File: src/rtl/rv32_mod_instruction_fetch.sv
// Word fetch into a halfword queue, realigned into 16/32-bit instructions tagged with PC and fault.
// Ack at cycle N is visible at N+1; fetch stalls below 2 free entries, output holds while instr_ready=0.
module rv32_mod_instruction_fetch #(
   parameter logic [31:0] RESET_PC = 32'h0000_0000,
   parameter int          HW_DEPTH = 6
) (
   input  logic        clk,
   input  logic        rst,
   output logic        imem_req,
   output logic [31:0] imem_addr,
   input  logic        imem_ack,
   input  logic [31:0] imem_rdata,
   input  logic        imem_err,
   input  logic        redirect_valid,
   input  logic [31:0] redirect_pc,
   output logic        instr_valid,
   input  logic        instr_ready,
   output logic [31:0] instruction,
   output logic [31:0] instr_pc,
   output logic        instr_is_compressed,
   output logic        instr_fault
);

   localparam int PW = $clog2(HW_DEPTH);
   localparam int CW = $clog2(HW_DEPTH + 1);
   localparam logic [31:0]   START_PC = RESET_PC & ~32'h1;
   localparam logic [CW-1:0] FREE_LIM = CW'(HW_DEPTH - 2);

   typedef struct packed {
      logic        flt;
      logic [15:0] dat;
   } hw_t;

   hw_t           q_mem [HW_DEPTH];
   logic [PW-1:0] head, tail, head_p1, tail_p1, head_nxt, tail_nxt;
   logic [CW-1:0] count, count_nxt;
   logic [31:0]   fetch_pc, req_addr;
   logic          req_hold, halted, drop, skip_low, boot;
   logic          ack_v, do_push, pop_all, out_vld, out_flt, xfer;
   logic [1:0]    push_n, pop_n;
   logic [31:0]   out_ins;
   hw_t           h0, h1;

   function automatic logic [PW-1:0] ptr_add(input logic [PW-1:0] p, input logic [1:0] n);
      logic [PW:0] s;
      s = {1'b0, p} + {{(PW-1){1'b0}}, n};
      if (s >= (PW+1)'(HW_DEPTH)) s = s - (PW+1)'(HW_DEPTH);
      return s[PW-1:0];
   endfunction

   // A held request keeps its latched address even across a redirect.
   assign imem_req  = ~boot & (req_hold | (~halted & (count <= FREE_LIM)));
   assign imem_addr = req_hold ? req_addr : {fetch_pc[31:2], 2'b00};
   assign ack_v     = imem_ack & imem_req;
   assign do_push   = ack_v & ~drop & ~redirect_valid;
   assign push_n    = !do_push ? 2'd0 : (skip_low ? 2'd1 : 2'd2);

   assign head_p1 = ptr_add(head, 2'd1);
   assign tail_p1 = ptr_add(tail, 2'd1);
   assign h0      = q_mem[head];
   assign h1      = q_mem[head_p1];

   always_comb begin
      out_vld = 1'b0;
      out_flt = 1'b0;
      out_ins = 32'h0;
      pop_n   = 2'd0;
      pop_all = 1'b0;
      if (count != {CW{1'b0}}) begin
         if (h0.flt) begin
            out_vld = 1'b1;
            out_flt = 1'b1;
            pop_all = 1'b1;
         end else if (h0.dat[1:0] != 2'b11) begin
            out_vld = 1'b1;
            out_ins = {16'h0, h0.dat};
            pop_n   = 2'd1;
         end else if (count >= CW'(2)) begin
            out_vld = 1'b1;
            if (h1.flt) begin
               out_flt = 1'b1;
               pop_all = 1'b1;
            end else begin
               out_ins = {h1.dat, h0.dat};
               pop_n   = 2'd2;
            end
         end
      end
   end

   assign instr_valid         = out_vld & ~redirect_valid;
   assign instruction         = out_ins;
   assign instr_fault         = out_flt & instr_valid;
   assign instr_is_compressed = instr_valid & (out_ins[1:0] != 2'b11);
   assign xfer                = instr_valid & instr_ready;

   // A faulted instruction discards everything queued behind it.
   always_comb begin
      head_nxt  = head;
      count_nxt = count + {{(CW-2){1'b0}}, push_n};
      if (xfer && pop_all) begin
         head_nxt  = tail;
         count_nxt = {{(CW-2){1'b0}}, push_n};
      end else if (xfer) begin
         head_nxt  = ptr_add(head, pop_n);
         count_nxt = count - {{(CW-2){1'b0}}, pop_n} + {{(CW-2){1'b0}}, push_n};
      end
      tail_nxt = ptr_add(tail, push_n);
   end

   always_ff @(posedge clk) begin
      if (push_n != 2'd0) begin
         q_mem[tail] <= '{flt: imem_err, dat: (skip_low ? imem_rdata[31:16] : imem_rdata[15:0])};
         if (push_n == 2'd2) q_mem[tail_p1] <= '{flt: imem_err, dat: imem_rdata[31:16]};
      end
   end

   always_ff @(posedge clk) begin
      if (rst) begin
         head     <= '0;
         tail     <= '0;
         count    <= '0;
         fetch_pc <= START_PC;
         instr_pc <= START_PC;
         req_addr <= {START_PC[31:2], 2'b00};
         req_hold <= 1'b0;
         halted   <= 1'b0;
         drop     <= 1'b0;
         skip_low <= START_PC[1];
         boot     <= 1'b1;
      end else begin
         boot     <= 1'b0;
         req_hold <= imem_req & ~imem_ack;
         if (imem_req && !imem_ack) req_addr <= imem_addr;
         if (redirect_valid) begin
            head     <= '0;
            tail     <= '0;
            count    <= '0;
            fetch_pc <= redirect_pc & ~32'h1;
            instr_pc <= redirect_pc & ~32'h1;
            halted   <= 1'b0;
            skip_low <= redirect_pc[1];
            drop     <= imem_req & ~imem_ack;
         end else begin
            if (ack_v && drop) begin
               drop <= 1'b0;
            end else if (ack_v) begin
               fetch_pc <= fetch_pc + 32'd4;
               skip_low <= 1'b0;
               if (imem_err) halted <= 1'b1;
            end
            head  <= head_nxt;
            tail  <= tail_nxt;
            count <= count_nxt;
            if (xfer) instr_pc <= instr_pc + (instr_is_compressed ? 32'd2 : 32'd4);
         end
      end
   end

endmodule
File: config.mk
export PLATFORM = sky130hd
export DESIGN_NAME = rv32_mod_instruction_fetch
export DESIGN_NICKNAME = d
export VERILOG_FILES = /design/src/rtl/rv32_mod_instruction_fetch.sv
export SDC_FILE = /design/constraint.sdc
export NUM_CORES = 1
export LEC_CHECK = 0
export BUFFER_PORTS_ARGS = -buffer_cell sky130_fd_sc_hd__clkbuf_2
export CORE_ASPECT_RATIO = 1.1
export CORE_MARGIN = 5
export CORE_UTILIZATION = 35
export DETAILED_ROUTE_END_ITERATION = 7
export GPL_ROUTABILITY_DRIVEN = 0
export RECOVER_POWER = 25
export SLEW_MARGIN = 40
export SYNTH_ARGS = -nofsm -noshare
export SYNTH_HDL_FRONTEND = slang
export SYNTH_SLANG_ARGS = --single-unit
File: constraint.sdc
create_clock -name clk -period 4.7 [get_ports clk]
set_clock_uncertainty 0.15 [all_clocks]
set_input_delay 0.94 -clock clk [delete_from_list [all_inputs] [get_ports clk]]
set_output_delay 0.94 -clock clk [all_outputs]
set_load 0.01 [all_outputs]
* After elaboration in Yosys (flattened, before gate mapping)
Memory sizes are Yosys's and may differ from the RTL's. A register that Yosys moved wholly into a read port is not among the register bits.
Index checks and enable logic that the tools add are counted.
** Operators by class
- Add/subtract/negate cells :: 13
- Magnitude comparators :: 6
- Equality and inequality tests :: 4
- Muxes and demuxes :: 50
- Bitwise logic cells :: 17
- Reductions and logical operators :: 15
** Operator list (count)
- two-way mux 32 bit :: 11
- adder 32 x 3 -> 32 bit :: 1
- adder 32 x 3 -> 32 bit (second input constant) :: 1
- two-way mux 3 bit :: 10
- two-way mux 1 bit :: 20
- greater-or-equal comparator 4 x 3 -> 1 bit (second input constant) :: 4
- two-way mux 16 bit :: 1
- two-way mux 2 bit :: 8
- subtractor 3 bit (second input constant) :: 4
- bitwise AND 1 bit :: 10
- nonzero test 2 bit :: 5
- adder 3 x 1 -> 4 bit (second input constant) :: 2
- adder 3 x 2 -> 4 bit :: 2
- adder 3 x 2 -> 3 bit :: 2
- != test 2 bit (second input constant) :: 3
- NOT 1 bit :: 6
- AND reduction 2 bit :: 2
- greater-or-equal comparator 3 x 2 -> 1 bit (second input constant) :: 1
- <= comparator 3 bit (second input constant) :: 1
- logical AND 1 bit :: 3
- AND reduction 3 bit :: 1
- nonzero test 3 bit :: 1
- OR reduction 3 bit :: 1
- subtractor 3 x 2 -> 3 bit :: 1
- 4 further kinds :: 4
** Word-level totals
- Flip-flop bits (word level) :: 110
- RAM bits :: 102
- Input bits :: 70
- Output and inout bits :: 100
- Memories kept :: 1
** Memory list
- q_mem :: depth 6, width 17, rd ports 2, clocked after Yosys merged registers in 1, wr ports 2, line 34 : hw_t q_mem [HW_DEPTH];

* Depth between registers and ports, before layout
Gate-level depths: netlist (run 1).
An unclocked memory read counts as a cell.
- Depth after elaboration :: 16
- Mapped depth :: 19

* Worst setup path before layout (run 1)
OpenSTA, ideal clock, no wires.
- Path kind :: flip-flop to flip-flop
- From :: register head[1]
- To :: register count[2]
- Library setup time :: 86 ps
- Data arrival time :: 4147 ps
- Required time :: 4464 ps
- Path slack :: 318 ps
- Stages on the path, launching flop included :: 18
- Buffers on the path :: 2
- Clock period less this slack :: 4382 ps
- Path through :: dfxtp_1 > inv_1 > ha_1 > nor2b_1 > o221ai_1 > and2_1 > o21ai_0 > o32ai_4 > or3_1 > buf_2 > buf_2 > inv_1 > fa_1 > fa_1 > xor2_1 > a211oi_1 > a211oi_1 > a211oi_1
** On the way
- Longest elaborated chain between the ends :: 12
** Ends and longest elaborated chain
- from (decl) :: line 35 : logic [PW-1:0] head, tail, head_p1, tail_p1, head_nxt, tail_nxt;
- from (signal assigned) :: line 152 : head <= head_nxt;
- adder 3 x 1 -> 4 bit * :: line 46 : s = {1'b0, p} + {{(PW-1){1'b0}}, n};
- greater-or-equal comparator 4 x 3 -> 1 bit / subtractor 3 bit (equally long branches) :: line 47 : if (s >= (PW+1)'(HW_DEPTH)) s = s - (PW+1)'(HW_DEPTH);
- two-way mux 3 bit * :: line 47
- memory read (6 x 17 bit) *
- two-way mux 2 bit :: line 80 : if (h1.flt) begin
- two-way mux 2 bit :: line 78 : end else if (count >= CW'(2)) begin
- two-way mux 2 bit :: line 74 : end else if (h0.dat[1:0] != 2'b11) begin
- two-way mux 2 bit :: line 70 : if (h0.flt) begin
- two-way mux 2 bit :: line 69 : if (count != {CW{1'b0}}) begin
- subtractor 3 x 2 -> 3 bit :: line 106 : count_nxt = count - {{(CW-2){1'b0}}, pop_n} + {{(CW-2){1'b0}}, push_n};
- adder 3 x 2 -> 3 bit :: line 106
- two-way mux 3 bit :: line 104 : end else if (xfer) begin
- to (signal assigned) :: line 154 : count <= count_nxt;
- to (decl) :: line 36 : logic [CW-1:0] count, count_nxt;
Mark *: on every way between the ends. The rest lies on a longest branch, timed or not.
A chain may end at the register's enable or synchronous reset.

* Worst setup path in the final report (run 1)
- From :: register head[1]
- To :: output port instruction[27]
** On the way
- Longest elaborated chain between the ends :: 9
** Ends and longest elaborated chain
- adder 3 x 1 -> 4 bit * :: line 46
- greater-or-equal comparator 4 x 3 -> 1 bit / subtractor 3 bit (equally long branches) :: line 47
- two-way mux 3 bit * :: line 47
- memory read (6 x 17 bit) *
- two-way mux 32 bit * :: line 80
- two-way mux 32 bit * :: line 78
- two-way mux 32 bit * :: line 74
- two-way mux 32 bit * :: line 70
- two-way mux 32 bit * :: line 69
- to (decl) :: line 18 : output logic [31:0] instruction,
Marks and branches as above.

==> summary.txt, run 1 <==
RUN STATUS
--------------------------------------------------------------------------------------------------------
Run status ................................................................................ finished with violations
Failing checks ............................................................................ capacitance limit, slew limit

SETUP PATH
--------------------------------------------------------------------------------------------------------
WS Path Type .............................................................................. flip-flop to output port
Critical path launch point type ...........................................................    flip-flop
Critical Path Sink ........................................................................ instruction[27]
Arr. time, crit path ......................................................................      3350 ps
Start point of the critical path ..........................................................      head[1]
Worst path slowest cell ...................................................................        or3_1
R2r startpoint ............................................................................      head[1]
Worst path max stage delay ................................................................       450 ps
WP data required ..........................................................................      3610 ps
Worst Setup End Kind ......................................................................  output port
Flop-to-flop setup slack ..................................................................       560 ps
FF-to-FF End ..............................................................................     count[2]
Bufs and invs on worst path ...............................................................            3
Maximum fanout along the worst path .......................................................           16
Worst path depth ..........................................................................           11
Crit-path leading delay family ............................................................ buffers and inverters
Critical Path, Cell by Cell ............................................................... inv_1, ha_4, nand2b_1, a31oi_4, xor2_4, mux2i_2, o32ai_4, or3_1, buf_4, a211oi_2, clkbuf_2
Depth of the worst register-to-register path ..............................................           15

CLOCKING
--------------------------------------------------------------------------------------------------------
Post-CTS clock slew at the launch and capture registers of the worst setup and hold paths .        60 ps
Total number of clock tree sinks ..........................................................          212
H-tree depth reported by CTS ..............................................................            1
CTS hold repair buffers ...................................................................            0
Clock tree from TritonCTS .................................................................         done
Maximum number of buffers from clock root to sink .........................................            3
Root Buffer Master ........................................................................    clkbuf_16
Clk Latency, worst-skew pair ..............................................................       510 ps
Inserted Clock Buffers ....................................................................           25

FINISH
--------------------------------------------------------------------------------------------------------
Area overhead of the layout relative to synthesis .........................................        18.0%
Ratio of cells with drive above 1 in the final layout .....................................        30.3%
Layout Utilization ........................................................................        41.6%
Area of the multi-input gates .............................................................    6370 um^2
Number of fill cells ......................................................................        3,339
Number of nets in the final layout ........................................................        1,341
Area used by sequential logic in the layout ...............................................    5270 um^2

STA
--------------------------------------------------------------------------------------------------------
Setup violation total in the final timing report ..........................................            0
Unrepaired setup endpoints after global routing ...........................................        false
Tightest slew margin relative to the limit ................................................       -78.7%
Final worst path period need ..............................................................      4440 ps
Final max-slew violation count ............................................................          146
Worst Hold Margin .........................................................................       309 ps
Least-Margin Pin Slew .....................................................................      2680 ps
Max Clk Rate ..............................................................................      225 MHz
Final critical-path share of the clock period .............................................        94.6%
Count of final hold-check violations ......................................................            0
Final total negative setup slack ..........................................................         0 ps

ROUTING
--------------------------------------------------------------------------------------------------------
Post-DRT Antenna Nets .....................................................................            0
DRC Markers ...............................................................................            0
Wire length per cell after detailed routing ...............................................      20.0 um
Iteration-0 DRC count of the detailed router ..............................................          543
Final WL ..................................................................................    34,100 um
Pre-antenna DRT Iters .....................................................................            5
Per-cell via count in the routed design ...................................................         5.32
Routed via count ..........................................................................        9,087

SYNTHESIS
--------------------------------------------------------------------------------------------------------
Asr flop ratio synth ......................................................................           0%
Number of nets produced by synthesis ......................................................        1,181
Synthesis Warnings ........................................................................            0
Netlist cell types ........................................................................           60
Flip-flop and latch count after synthesis .................................................          212
Synthesized area per cell .................................................................    11.0 um^2
Post-synthesis sequential area ratio ......................................................        44.0%
Fraction of synthesized cell area taken by the top area cell type .........................        25.6%
Cell count after synthesis ................................................................        1,091
Netlist area before placement .............................................................  12,000 um^2
Number of enable flip-flop cells after synthesis ..........................................          102
Cell type with the highest aggregate area in the netlist ..................................     edfxtp_1
Top post-synthesis cells by area .......................................................... edfxtp_1 26%, dfxtp_1 18%, mux2_2 12%, mux4_2 6.2%, mux2i_1 5.8%
Most instantiated flip-flop cell in the synthesis netlist .................................      dfxtp_1

GLOBAL ROUTE
--------------------------------------------------------------------------------------------------------
Vias in the first global route ............................................................        9,430
Total global routing track utilization ....................................................        17.5%
GRT Residual Overflow .....................................................................            0
Largest net degree at the start of global routing .........................................           67
Global-route wire length before repair ....................................................    54,200 um
Antenna violations before repair ..........................................................            3

PLACED DESIGN
--------------------------------------------------------------------------------------------------------
IO buf count ..............................................................................          167
Total half-perimeter wirelength after legalization and detailed placement .................    23,900 um

DIE
--------------------------------------------------------------------------------------------------------
Vertical die dimension ....................................................................       204 um
Number of rows in the core area ...........................................................           71
Width of the die ..........................................................................       186 um
Placeable core region .....................................................................  34,000 um^2
Top-level port count ......................................................................          170
Initial core utilization ..................................................................        35.2%
Overall die area ..........................................................................  38,000 um^2

RUN
--------------------------------------------------------------------------------------------------------
Max-cap viol count ........................................................................            3

PWR
--------------------------------------------------------------------------------------------------------
Peak supply drop ..........................................................................     0.250 mV
Static leakage power ......................................................................      5.14 nW
Power per Cell Area .......................................................................  309 nW/um^2

WORST HOLD PATH
--------------------------------------------------------------------------------------------------------
Type of the worst min-delay path .......................................................... flip-flop to flip-flop

cells by family after synthesis:
kind of cell | synth area share, %
XOR/XNOR | 4.25
AND/OR/NAND/NOR | 11.1
multiplexers | 23.7
flip-flops | 44.0
buffers and inverters | 3.79
other | 0.0313
adder cells (fa/ha/maj) | 2.47
AO/OA/AOI/OAI | 10.7
worst reg2reg max path: cells and delay by family (launching register included):
family | cells | cell delay [ps]
adders and majority gates | 3 | 1080
AOI/OAI and AO/OA | 5 | 900
and+or+nand+nor | 2 | 540
xor gates and xnor gates | 2 | 410
DFF | 1 | 350
buffers and inverters | 2 | 330
muxes | 1 | 290
state kept, by name, summed over array words and instances, names as in the netlist, named ones only:
register / count
q_mem: 102
req_addr: 32
instr_pc: 31
fetch_pc: 30
count: 3
head: 3
tail: 3
boot: 1
drop: 1
halted: 1
req_hold: 1
skip_low: 1
area by class of cell:
type,instances,share of cell area (%)
diodes,1,0.0177
clock buffers,37,5.05
clock inverters,8,0.451
inverters,41,1.09
multi-input cells,772,45.1
flip-flops and latches,212,37.3
well taps,438,3.88
repair buffers,199,7.18
synthesized netlist by cell type, types with 34 or more instances:
cell	instances
nand2_1	42
inv_1	41
dfxtp_1	110
mux2_2	125
xor2_1	34
nor2_1	114
edfxtp_1	102
a21oi_1	59
mux2i_1	69
clkbuf_1	43
a211oi_1	39
power breakdown:
part	internal, W	switching (W)
Combinational	0.000207	0.000246
Sequential	0.00200	0.0000551
Clock	0.00110	0.000761
Total	0.00331	0.00106
layout by cell type, fill, tap and decap left out, types with 9 or more instances in the layout:
cell type,netlist,routed
a211oi_1,39,29
a211oi_2,0,9
a21boi_0,33,33
a21oi_1,59,57
and2_1,12,10
and3_1,16,16
buf_4,2,26
clkbuf_1,43,44
clkbuf_16,0,26
clkbuf_2,1,138
dfxtp_1,110,107
edfxtp_1,102,102
ha_1,14,13
inv_1,41,41
mux2_2,125,125
mux2i_1,69,67
mux4_2,33,33
nand2_1,42,42
nand3_1,31,31
nand4_1,14,14
nor2_1,114,114
nor3_1,13,12
o21a_1,9,9
o21ai_0,17,15
xnor2_1,21,21
xor2_1,34,34
timing repair:
item / CTS / global route
buffers inserted: 0 / 1
resized for setup: 9 / 10
pin swaps: 0 / 1
setup endpoints to repair: 32 / 19
how the worst min path moves through the flow:
stage | startpoint | endpoint | cells past startpoint
6_report | req_addr[0] | req_addr[0] | 1
5_1_grt | req_addr[0] | req_addr[0] | 1
4_1_cts | req_addr[0] | req_addr[0] | 1
3_5_place_dp | req_addr[0] | req_addr[0] | 1
3_3_place_gp | req_addr[1] | req_addr[1] | 1
2_1_floorplan | req_addr[0] | req_addr[0] | 1
per-layer routing:
layer | vias to the layer above | wire (um) | track usage (%)
li1 | 4337 | - | -
met1 | 4438 | 14100 | 21.9
met2 | 268 | 17100 | 31.2
met3 | 40 | 2410 | 4.30
met4 | 4 | 480 | 3.12
met5 | - | 40 | 0
metrics by stage:
stage               total power [W]  cells  setup WS, ps  instance area [um^2]
finish                      0.00437   1708           256                 14100
global route                0.00454   1708          37.2                 14100
CTS                         0.00442   1706          49.7                 14100
detailed placement          0.00255   1661           147                 13300
global placement            0.00254   1661           303                 13300
floorplan                   0.00237   1091           318                 12000
No activity file was read; power rests on OpenSTA's default activity.
==> inputs of run 2 (changes only) <==
- clock period: 4.7 -> 4.5 ns (I/O delays scaled with it)
==> run 2 against run 1 <==
The run still ends with capacitance limit, slew limit left. Register-to-register slack lost 210 ps. Global-route usage shrank 0.079 points. Wire length shrank 0.30%. Worst hold slack gained 2.4 ps. Design area grew 0.71%. Power grew 3.4%. Largest cell class unchanged.
==> summary.txt, run 2 (same netlist as run 1, synthesis figures left out) <==
CLOCKING
--------------------------------------------------------------------------------------------------------
H-tree depth reported by CTS ..............................................................            1   unchanged
Clock tree from TritonCTS .................................................................         done
CTS hold repair buffers ...................................................................            0   unchanged
Maximum number of buffers from clock root to sink .........................................            3   unchanged
Total number of clock tree sinks ..........................................................          212   unchanged
Root Buffer Master ........................................................................    clkbuf_16
Post-CTS clock slew at the launch and capture registers of the worst setup and hold paths .        60 ps   about the same
Inserted Clock Buffers ....................................................................           25   unchanged
Clk Latency, worst-skew pair ..............................................................       530 ps   +20 ps

ROUTING
--------------------------------------------------------------------------------------------------------
Iteration-0 DRC count of the detailed router ..............................................          529   -2.6%
Per-cell via count in the routed design ...................................................         5.38   +1.1%
Wire length per cell after detailed routing ...............................................      19.9 um   -0.36%
DRC Markers ...............................................................................            0   unchanged
Post-DRT Antenna Nets .....................................................................            0   unchanged
Final WL ..................................................................................    34,000 um   -0.30%
Pre-antenna DRT Iters .....................................................................            5   unchanged
Routed via count ..........................................................................        9,190   +1.1%

FINISH
--------------------------------------------------------------------------------------------------------
Number of standard cells in the final layout excluding fillers ............................        1,709   +0.059%
Most common cell after layout, fill and taps aside ........................................     clkbuf_2
Layout Cell Area excl Fill ................................................................  14,200 um^2   +0.71%
Largest register by flop count ............................................................        q_mem
Flip-flop count of the largest register, all copies and words added .......................          102   unchanged
Inserted Diodes ...........................................................................            0   -1
Number of nets in the final layout ........................................................        1,343   +0.15%
Layout Utilization ........................................................................        41.8%   +0.29 points
Most used cells in the layout excluding fill and tap cells ................................ 130 x clkbuf_2, 125 x mux2_2, 114 x nor2_1
Ratio of cells with drive above 1 in the final layout .....................................        31.3%   +0.98 points
Registers with the highest flip-flop counts ............................................... q_mem: 102 flops, req_addr: 32 flops, instr_pc: 31 flops
Area overhead of the layout relative to synthesis .........................................        18.9%

SETUP PATH
--------------------------------------------------------------------------------------------------------
Flop-to-flop setup slack ..................................................................       350 ps   -210 ps
Worst Setup End Kind ......................................................................  output port
WP data required ..........................................................................      3450 ps   -160 ps
Start point of the critical path ..........................................................      head[1]
Worst path max stage delay ................................................................       440 ps   about the same
Arr. time, crit path ......................................................................      3290 ps   -60 ps
R2r startpoint ............................................................................      head[1]
WS Path Type .............................................................................. flip-flop to output port
Depth of the worst register-to-register path ..............................................           17   +2
Critical path launch point type ...........................................................    flip-flop
Worst path slowest cell ...................................................................        or3_4
FF-to-FF End .............................................................................. instr_pc[23]
Critical Path, Cell by Cell ............................................................... buf_4, ha_1, nand2b_4, a31oi_4, xor2_4, mux2i_2, o32ai_4, or3_4, buf_6, a211oi_2, clkbuf_2
Maximum fanout along the worst path .......................................................           16   unchanged

WORST HOLD PATH
--------------------------------------------------------------------------------------------------------
Type of the worst min-delay path .......................................................... flip-flop to flip-flop
Worst Hold End ............................................................................  req_addr[1]
Hold Crit Depth ...........................................................................            1   unchanged
Startpoint of the worst hold path .........................................................  req_addr[1]

STA
--------------------------------------------------------------------------------------------------------
Final max-slew violation count ............................................................          146   unchanged
Final critical-path share of the clock period .............................................        96.5%
Final worst path period need ..............................................................      4340 ps
Tightest slew margin relative to the limit ................................................       -86.4%   -7.7 points
Worst-case setup margin in the final layout ...............................................       159 ps   -96.8 ps
Setup violation total in the final timing report ..........................................            0   unchanged
Least-Margin Pin Slew .....................................................................      2800 ps   +116 ps
Max Clk Rate ..............................................................................      230 MHz
Count of final hold-check violations ......................................................            0   unchanged
Final total negative setup slack ..........................................................         0 ps   unchanged
Unrepaired setup endpoints after global routing ...........................................        false

PLACED DESIGN
--------------------------------------------------------------------------------------------------------
Total half-perimeter wirelength after legalization and detailed placement .................    23,700 um   -0.88%
Instance area at placement ................................................................  13,300 um^2   about the same
IO buf count ..............................................................................          167   unchanged
Placement Setup Slack .....................................................................       150 ps   +2.84 ps
Placed cell count .........................................................................        1,662   +0.060%

GLOBAL ROUTE
--------------------------------------------------------------------------------------------------------
GRT Residual Overflow .....................................................................            0   unchanged
Vias in the first global route ............................................................        9,352   -0.83%
Largest net degree at the start of global routing .........................................           67   unchanged
Total global routing track utilization ....................................................        17.4%   -0.079 points
Antenna violations before repair ..........................................................            2   -1
Global-route wire length before repair ....................................................    54,000 um   -0.34%

DIE
--------------------------------------------------------------------------------------------------------
Number of rows in the core area ...........................................................           71   unchanged
Top-level port count ......................................................................          170   unchanged
Width of the die ..........................................................................       186 um   unchanged
Vertical die dimension ....................................................................       204 um   unchanged
Placeable core region .....................................................................  34,000 um^2   unchanged
Overall die area ..........................................................................  38,000 um^2   unchanged
Initial core utilization ..................................................................        35.2%   unchanged

PWR
--------------------------------------------------------------------------------------------------------
Power per Cell Area .......................................................................  317 nW/um^2   +2.6%
Peak supply drop ..........................................................................     0.216 mV   -13%
Static leakage power ......................................................................      5.16 nW   +0.40%

RUN STATUS
--------------------------------------------------------------------------------------------------------
Failing checks ............................................................................ capacitance limit, slew limit
Run status ................................................................................ finished with violations

RUN
--------------------------------------------------------------------------------------------------------
Max-cap viol count ........................................................................            3   unchanged

[run 2: cell types whose count changed in the layout (fill, tap and decap cells not counted), sizes merged]
cell,previous run,this run
buf,26,33
clkbuf,210,204
bufinv,1,0
clkinv,6,7
clkinvlp,0,1
diode,1,0
[run 2: final cells by class]
cell class              instances  area (um^2)
fillers                      3332        19800
clock buffers                  36          717
clock inverters                 9         48.8
well taps                     438          548
flip-flops and latches        212         5270
inverters                      41          154
repair buffers                201         1050
multi-input cells             772         6450
[run 2: routing by layer]
metal	vias to the layer above	part of all wire [%]	GRT usage [%]
met4	2	2.2	4.22
met1	4481	41	22.2
li1	4340	-	-
met2	314	49	30.2
met3	53	7.2	4.07
met5	-	0.035	0
[run 2: report_power, final]
group	total [W]	internal [W]	switching, W
logic	0.000477	0.000218	0.000260
clock network	0.00190	0.00110	0.000793
registers	0.00215	0.00209	0.0000570
[run 2: what timing repair did]
item                                    in CTS  in global routing
cloned                                       0                  0
pin swaps                                    0                  3
resized for setup                           13                 26
endpoints found under the setup margin      31                 32
setup buffers                                0                  2
[run 2: worst max path at each step]
stage	depth (start not counted)	end	slack [ps]
after CTS	11	instruction[17]	-60
after detailed placement	15	instr_pc[22]	150
final	11	instruction[17]	160
after floorplan	17	count[2]	120
after global placement	16	instr_pc[22]	280
after global routing	13	instruction[15]	4
[run 2: stage by stage]
step                hold slack, ps  power, W
global route                   352   0.00470
global placement               286   0.00266
detailed placement             289   0.00267
finish                         311   0.00452
floorplan                      271   0.00247
CTS                            306   0.00457
[run 2: worst max-delay path, delay by kind of cell (launching register included)]
kind                     cells  cell delay, ps
buffers and inverters        3             540
multiplexers                 1             290
flip-flops                   1             310
XOR/XNOR                     1             230
AO/OA/AOI/OAI                3             570
adder cells (fa/ha/maj)      1             230
AND/OR/NAND/NOR              2             600
==> inputs of run 3 (changes only) <==
- REMOVE_ABC_BUFFERS: default -> 1
==> run 3 against run 2 <==
The run still ends with capacitance limit, slew limit left. First-iteration DRC count up 9.3%. Sequential cell count unchanged. Sequential share of layout area about the same. Via count down 0.83%. Sequential power about the same. Critical path depth up 1. Power up 3.4%. Design area about the same. Non-clock buffer count up 3. Wire length down 1.9%. Fmax down 0.20%. Worst setup slack worse by 8.7 ps. Critical path type unchanged. Largest power group unchanged.
==> summary.txt, run 3 (same netlist as run 1, synthesis figures left out) <==
PLACED DESIGN
--------------------------------------------------------------------------------------------------------
Instance area at placement ................................................................  13,400 um^2   +0.32%
Total half-perimeter wirelength after legalization and detailed placement .................    22,600 um   -4.7%
Placed cell count .........................................................................        1,667   +0.30%
Placement Setup Slack .....................................................................       203 ps   +52.7 ps
IO buf count ..............................................................................          167   unchanged

STA
--------------------------------------------------------------------------------------------------------
Unrepaired setup endpoints after global routing ...........................................        false
Final critical-path share of the clock period .............................................        96.7%   +0.19 points
Max Clk Rate ..............................................................................      230 MHz   -0.20%
Final worst path period need ..............................................................      4350 ps   +8.69 ps
Worst-case setup margin in the final layout ...............................................       150 ps   -8.69 ps
Final max-slew violation count ............................................................          107   -27%
Count of final hold-check violations ......................................................            0   unchanged
Least-Margin Pin Slew .....................................................................      2420 ps   -381 ps
Setup violation total in the final timing report ..........................................            0   unchanged
Tightest slew margin relative to the limit ................................................       -61.0%   +25 points

SETUP PATH
--------------------------------------------------------------------------------------------------------
WS Path Type .............................................................................. flip-flop to output port
Worst Setup End Kind ......................................................................  output port
Maximum fanout along the worst path .......................................................           16   unchanged
Critical path launch point type ...........................................................    flip-flop
WP data required ..........................................................................      3450 ps   about the same
Arr. time, crit path ......................................................................      3300 ps   about the same

ROUTING
--------------------------------------------------------------------------------------------------------
Iteration-0 DRC count of the detailed router ..............................................          578   +9.3%
DRC Markers ...............................................................................            0   unchanged
Pre-antenna DRT Iters .....................................................................            5   unchanged
Post-DRT Antenna Nets .....................................................................            0   unchanged
Per-cell via count in the routed design ...................................................         5.32   -1.1%
Wire length per cell after detailed routing ...............................................      19.5 um   -2.2%
Final WL ..................................................................................    33,300 um   -1.9%
Routed via count ..........................................................................        9,114   -0.83%

GLOBAL ROUTE
--------------------------------------------------------------------------------------------------------
Total global routing track utilization ....................................................        16.9%   -0.57 points
GRT Residual Overflow .....................................................................            0   unchanged
Antenna violations before repair ..........................................................            0   -2
Vias in the first global route ............................................................        9,352   unchanged
Largest net degree at the start of global routing .........................................           67   unchanged
Global-route wire length before repair ....................................................    52,300 um   -3.3%

PWR
--------------------------------------------------------------------------------------------------------
Power per Cell Area .......................................................................  328 nW/um^2   +3.3%
Static leakage power ......................................................................      5.20 nW   +0.71%
Peak supply drop ..........................................................................     0.292 mV   +35%

FINISH
--------------------------------------------------------------------------------------------------------
Layout Cell Area excl Fill ................................................................  14,300 um^2   about the same
Most used cells in the layout excluding fill and tap cells ................................ 136 x clkbuf_2, 125 x mux2_2, 114 x nor2_1
Largest register by flop count ............................................................        q_mem
Most common cell after layout, fill and taps aside ........................................     clkbuf_2
Registers with the highest flip-flop counts ............................................... q_mem: 102 flops, req_addr: 32 flops, instr_pc: 31 flops
Flip-flop count of the largest register, all copies and words added .......................          102   unchanged
Number of nets in the final layout ........................................................        1,346   +0.22%
Number of fill cells ......................................................................        3,358   +0.78%
Number of standard cells in the final layout excluding fillers ............................        1,713   +0.23%
Inserted Diodes ...........................................................................            0   unchanged
Ratio of cells with drive above 1 in the final layout .....................................        31.1%   -0.26 points
Area overhead of the layout relative to synthesis .........................................        19.0%   about the same

CLOCKING
--------------------------------------------------------------------------------------------------------
Root Buffer Master ........................................................................    clkbuf_16
Clk Latency, worst-skew pair ..............................................................       530 ps   about the same
Post-CTS clock slew at the launch and capture registers of the worst setup and hold paths .        60 ps   about the same
Total number of clock tree sinks ..........................................................          212   unchanged
H-tree depth reported by CTS ..............................................................            1   unchanged
CTS hold repair buffers ...................................................................            0   unchanged
Maximum number of buffers from clock root to sink .........................................            3   unchanged
Count of buffers added by post-CTS timing repair for setup ................................            0   unchanged
Inserted Clock Buffers ....................................................................           25   unchanged
Clock tree from TritonCTS .................................................................         done

DIE
--------------------------------------------------------------------------------------------------------
Top-level port count ......................................................................          170   unchanged
Number of rows in the core area ...........................................................           71   unchanged
Placeable core region .....................................................................  34,000 um^2   unchanged
Vertical die dimension ....................................................................       204 um   unchanged
Initial core utilization ..................................................................        35.2%   unchanged
Overall die area ..........................................................................  38,000 um^2   unchanged
Width of the die ..........................................................................       186 um   unchanged

RUN
--------------------------------------------------------------------------------------------------------
Max-cap viol count ........................................................................            3   unchanged

RUN STATUS
--------------------------------------------------------------------------------------------------------
Run status ................................................................................ finished with violations
Failing checks ............................................................................ capacitance limit, slew limit

WORST HOLD PATH
--------------------------------------------------------------------------------------------------------
Type of the worst min-delay path .......................................................... flip-flop to flip-flop

[run 3: cell type report]
class | instances | area (um^2) | area share [%]
tap | 438 | 548 | 3.85
sequential | 212 | 5270 | 37.0
clock buffer | 38 | 708 | 4.97
inverter | 41 | 154 | 1.08
multi-input combinational | 772 | 6390 | 44.8
clock inverter | 8 | 118 | 0.825
timing repair buffer | 204 | 1070 | 7.48
[run 3: timing repair]
item,CTS,global route
hold endpoints to repair,0,0
gates resized for setup,10,14
setup endpoints to repair,22,30
pin swaps,0,1
[run 3: through the flow]
| step | utilization [%] | setup TNS, ps | hold slack [ps] | total power (W) |
|---|---|---|---|---|
| 2_1_floorplan | - | -60020 | 271 | 0.00246 |
| 5_1_grt | 41.9 | 0 | 341 | 0.00487 |
| 6_report | 41.9 | 0 | 302 | 0.00467 |
| 3_3_place_gp | 39.3 | 0 | 286 | 0.00265 |
| 3_5_place_dp | 39.3 | 0 | 287 | 0.00266 |
| 4_1_cts | 41.9 | 0 | 306 | 0.00473 |
[run 3: final timing paths]
kind / depth (start not counted) / slack, ps / from / to
worst max-delay path: 12 / 150 / head[1] / instruction[1]
worst min-delay path: 1 / 300 / req_addr[0] / req_addr[0]
worst max register to register: 14 / 320 / head[1] / count[2]
worst min register to register: 1 / 300 / req_addr[0] / req_addr[0]
[run 3: power by group]
group / switching [W] / total, W / internal, W
registers: 0.0000556 / 0.00214 / 0.00209
clock network: 0.000804 / 0.00206 / 0.00126
logic: 0.000250 / 0.000468 / 0.000218
[run 3: per-layer routing]
| metal | global-route usage (%) | wire (um) | vias up |
|---|---|---|---|
| met5 | 0 | 0 | - |
| met4 | 3.67 | 670 | 0 |
| met3 | 4.46 | 2450 | 45 |
| met2 | 29.4 | 16100 | 282 |
| met1 | 21.1 | 14100 | 4439 |
| li1 | - | - | 4348 |
[run 3: critical path: stages (launching register included)]
cell and delay [ps]:
dfxtp_4 360, ha_1 240, nand2b_1 190, a31oi_4 250
xor2_4 220, mux2i_2 290, o32ai_4 130, buf_4 200
o21ai_0 160, nand2b_1 80, buf_6 180, a211oi_2 280
clkbuf_2 200
